===== config.mk =====
export PLATFORM = sky130hd
export DESIGN_NAME = full_adder_1bit_dataflow
export DESIGN_NICKNAME = d
export VERILOG_FILES = /design/src/rtl/fa_pkg.sv /design/src/rtl/fa_core.sv /design/src/rtl/full_adder_1bit_dataflow.sv
export SDC_FILE = /design/constraint.sdc
export NUM_CORES = 1
export LEC_CHECK = 0
export ABC_AREA = 0
export BUFFER_PORTS_ARGS = -buffer_cell sky130_fd_sc_hd__buf_4
export CAP_MARGIN = 20
export CORE_AREA = 2 2 39 41
export CTS_CLUSTER_DIAMETER = 30
export DETAILED_ROUTE_END_ITERATION = 6
export DIE_AREA = 0 0 41 43
export HOLD_SLACK_MARGIN = 0.08
export PLACE_DENSITY = 0.8
export SYNTH_ARGS = -nofsm -noshare
export SYNTH_HDL_FRONTEND = slang
export SYNTH_SLANG_ARGS = --single-unit

===== constraint.sdc =====
create_clock -name clk -period 0.8 [get_ports clk]
set_input_delay 0.12 -clock clk [delete_from_list [all_inputs] [get_ports clk]]
set_output_delay 0.12 -clock clk [all_outputs]
set_load 0.02 [all_outputs]

===== src/rtl/fa_pkg.sv =====
// Shared types and helpers for the 1-bit full adder cell and its pipeline.
package fa_pkg;

  localparam int FA_MAX_LATENCY = 4;

  typedef struct packed {
    logic sum;
    logic cout;
  } fa_res_t;

  function automatic fa_res_t fa_eval(input logic a, input logic b, input logic cin);
    fa_res_t r;
    r.sum  = a ^ b ^ cin;
    r.cout = (a & b) | (cin & (a ^ b));
    return r;
  endfunction

endpackage


===== src/rtl/fa_core.sv =====
// Combinational 1-bit full adder, pure dataflow.
module fa_core (
  input  logic a,
  input  logic b,
  input  logic cin,
  output logic sum,
  output logic cout
);

  logic half;

  assign half = a ^ b;
  assign sum  = half ^ cin;
  assign cout = (a & b) | (cin & half);

endmodule


===== src/rtl/full_adder_1bit_dataflow.sv =====
// Registered 1-bit full adder with a LATENCY-deep valid-qualified pipeline.
// Optional saturating statistics counters are enabled by the FA_STATS_EN macro.
module full_adder_1bit_dataflow
  import fa_pkg::*;
#(
  parameter int LATENCY = 1,
  parameter int CNT_W   = 16
) (
  input  logic             clk,
  input  logic             rst_n,
  input  logic             in_valid,
  input  logic             a,
  input  logic             b,
  input  logic             cin,
  output logic             out_valid,
  output logic             sum,
  output logic             cout,
  output logic [CNT_W-1:0] ops_cnt,
  output logic [CNT_W-1:0] carry_cnt
);

  fa_res_t res_c;

  fa_core u_core (
    .a    (a),
    .b    (b),
    .cin  (cin),
    .sum  (res_c.sum),
    .cout (res_c.cout)
  );

  generate
    if (LATENCY < 0 || LATENCY > FA_MAX_LATENCY) begin : g_bad_latency
      $error("full_adder_1bit_dataflow: LATENCY=%0d outside 0..%0d", LATENCY, FA_MAX_LATENCY);
    end

    if (LATENCY == 0) begin : g_comb
      // Result follows the inputs regardless of in_valid; clk/rst_n only feed the counters.
      logic unused_ok;
      assign unused_ok = ^{clk, rst_n};
      assign out_valid = in_valid;
      assign sum       = res_c.sum;
      assign cout      = res_c.cout;
    end else begin : g_pipe
      logic    [LATENCY-1:0] vld_p;
      fa_res_t [LATENCY-1:0] res_p;

      // Stage boundaries: each stage only loads data when its upstream valid is set.
      always_ff @(posedge clk or negedge rst_n) begin
        if (!rst_n) begin
          vld_p <= '0;
          res_p <= '0;
        end else begin
          vld_p[0] <= in_valid;
          if (in_valid) res_p[0] <= res_c;
          for (int i = 1; i < LATENCY; i++) begin
            vld_p[i] <= vld_p[i-1];
            if (vld_p[i-1]) res_p[i] <= res_p[i-1];
          end
        end
      end

      assign out_valid = vld_p[LATENCY-1];
      assign sum       = res_p[LATENCY-1].sum;
      assign cout      = res_p[LATENCY-1].cout;
    end
  endgenerate

`ifdef FA_STATS_EN
  logic [CNT_W-1:0] ops_q;
  logic [CNT_W-1:0] carry_q;

  function automatic logic [CNT_W-1:0] sat_inc(input logic [CNT_W-1:0] v);
    return (&v) ? v : v + CNT_W'(1);
  endfunction

  always_ff @(posedge clk or negedge rst_n) begin
    if (!rst_n) begin
      ops_q   <= '0;
      carry_q <= '0;
    end else if (out_valid) begin
      ops_q <= sat_inc(ops_q);
      if (cout) carry_q <= sat_inc(carry_q);
    end
  end

  assign ops_cnt   = ops_q;
  assign carry_cnt = carry_q;
`else
  assign ops_cnt   = '0;
  assign carry_cnt = '0;
`endif

endmodule


==> results.json <==
{
  "maxUsedRoutingLayer": "met4",
  "hpwl_um": 370,
  "ys_ff_latch": 3,
  "drtIter0Drc": 6,
  "cap_violations": 0,
  "finalWirelength_um": 492,
  "netlist_area_um2": 362,
  "grt_pass1_wl_um": 614,
  "row_count": 14,
  "cp.required_ns": 0.68,
  "grt_pass1_vias": 142,
  "violations": "setup timing",
  "pin_count": 41,
  "cp-start-kind": "flip-flop",
  "vias": 188,
  "postSynthCellCount": 39,
  "clk_pin_slew_ns": 0.04,
  "antenna_found_initial": 0,
  "worst_hold_path_type": "in2reg",
  "firstDrtPassIters": 2,
  "fp.dieH_um": 43,
  "fin_skew_ns": 0,
  "path_cells": "buf_6",
  "met2_length_um": 294,
  "dieArea_um2": 1760,
  "synth-simple-area-share_pct": 0,
  "wl_met3_um": 80,
  "grt_use_total_pct": 6.24,
  "synth_cell_types": 5,
  "initial_utilization_pct": 26.1,
  "remaining_drc_errors": 0,
  "arrival_ns": 0.75,
  "drive_above_1_share_pct": 26.9,
  "wl_per_cell_um": 7.24,
  "die_x_um": 41,
  "cts_made_buffers": 3,
  "critPathSlowestCell": "dfrtp_1",
  "cpPeakStageDelay_ns": 0.39,
  "ant_nets": 0,
  "place.gp.congestion": 0.478,
  "worst_skew_pair.late_latency_ns": 0.23,
  "power_leakage_nw": 0.231,
  "synth_top_family_by_area": "buffers and inverters",
  "clk_path_buf_depth": 2,
  "antenna_cells": 0,
  "cts_sinks": 3,
  "syn_area_per_cell_um2": 9.27,
  "ir_drop_mv": 0.598,
  "cts_tree": "done",
  "synth_xor_area_share_pct": 0,
  "crit_family": "flip-flops",
  "status": "complete, but fails checks",
  "final_common_cell": "conb_1",
  "final_cell_mix": "conb_1, buf_6, clkbuf_4, dfrtp_1",
  "syn2layout_area_growth_pct": 9.69,
  "crit_path_max_fanout": 2,
  "synth_compound_area_share_pct": 0,
  "finalHoldViolCount": 0,
  "ys_seq_area_share_pct": 20.8,
  "portBuffers": 8,
  "power_density_nw_per_um2": 1830,
  "viasPerCell": 2.76,
  "timing.fmax_mhz": 1150,
  "fin_crit_sh_pct": 109,
  "grt_max_degree": 4,
  "cts_max_level": 1,
  "crit_buf_inv": 1,
  "endpoint_kind": "output pin",
  "root_buffer": "clkbuf_4",
  "fin_util_pct": 28.7,
  "met1_length_um": 101,
  "path_class": "reg2out",
  "yosys_warnings": 0,
  "fin_ws_ns": -0.0705,
  "synthMuxAreaShare_pct": 6.23,
  "slew_violations": 0,
  "nets": 60,
  "total_power_mw": 0.724,
  "coreArea_um2": 1380,
  "finalSetupViolCount": 4,
  "rsz0062_at_grt": "yes",
  "grt-ovfl-total": 0,
  "synth_fa_ha_area_share_pct": 5.54,
  "fin_crit_ns": 0.871
}
[state kept, by name, indices dropped and copies added, names as in the netlist]
signal	count
out_valid	1
sum	1
cout	1
[cells by family after synthesis]
family | after synthesis
fa+ha+maj | 1
other cells | 1
mux | 2
buf+inv | 32
flops | 3
[final timing paths]
kind / startpoint / end / slack, ns / depth (start not counted)
hold / removal: in_valid / cout / 0.17 / 2
max in group asynchronous: rst_n / out_valid / 0.48 / 2
min in group asynchronous: rst_n / cout / 0.22 / 2
setup reg to reg: sum / sum / 0.02 / 1
setup / recovery: sum / sum / -0.07 / 1
hold reg to reg: cout / cout / 0.53 / 1
[area by class of cell]
type	instances	area (um2)
fill	146	987
multi-input combinational	35	173
timing repair buffer	10	103
sequential	3	75.1
clock buffer	4	26.3
tap	16	20.0
[stage by stage]
step | setup slack (ns) | setup TNS (ns) | std cells | instance area (um2) | hold WS [ns]
6_report | -0.0705 | -0.211 | 68 | 397 | 0.173
5_1_grt | -0.104 | -0.301 | 68 | 397 | 0.162
3_5_place_dp | -0.275 | -0.455 | 62 | 324 | -0.0898
3_3_place_gp | -0.256 | -0.429 | 62 | 324 | -0.0910
2_1_floorplan | -0.126 | -0.167 | 70 | 484 | -0.176
4_1_cts | -0.0786 | -0.204 | 68 | 393 | 0.160
[cells in the mapped netlist, drive strengths merged]
cell type	count	area, um2
buf	32	240
mux2	2	22.5
dfrtp	3	75.1
conb	1	3.75
fa	1	20.0
[power by group]
part           internal, mW  switching [mW]
logic                0.0907           0.186
registers             0.172          0.0143
clock network         0.187          0.0745
[layer usage]
layer	track usage, %	vias up
met5	0	-
met4	8.00	0
met3	3.14	2
met2	10.3	24
met1	3.57	83
li1	-	79
[what timing repair did]
action	4_1_cts	5_1_grt
setup endpoints to repair	4	4
hold buffers	2	0
endpoints found under the hold margin	4	0
gates resized for setup	6	1
pin swaps	1	1
setup buffers	0	0
Note: power is estimated with default switching activity, not from simulation.
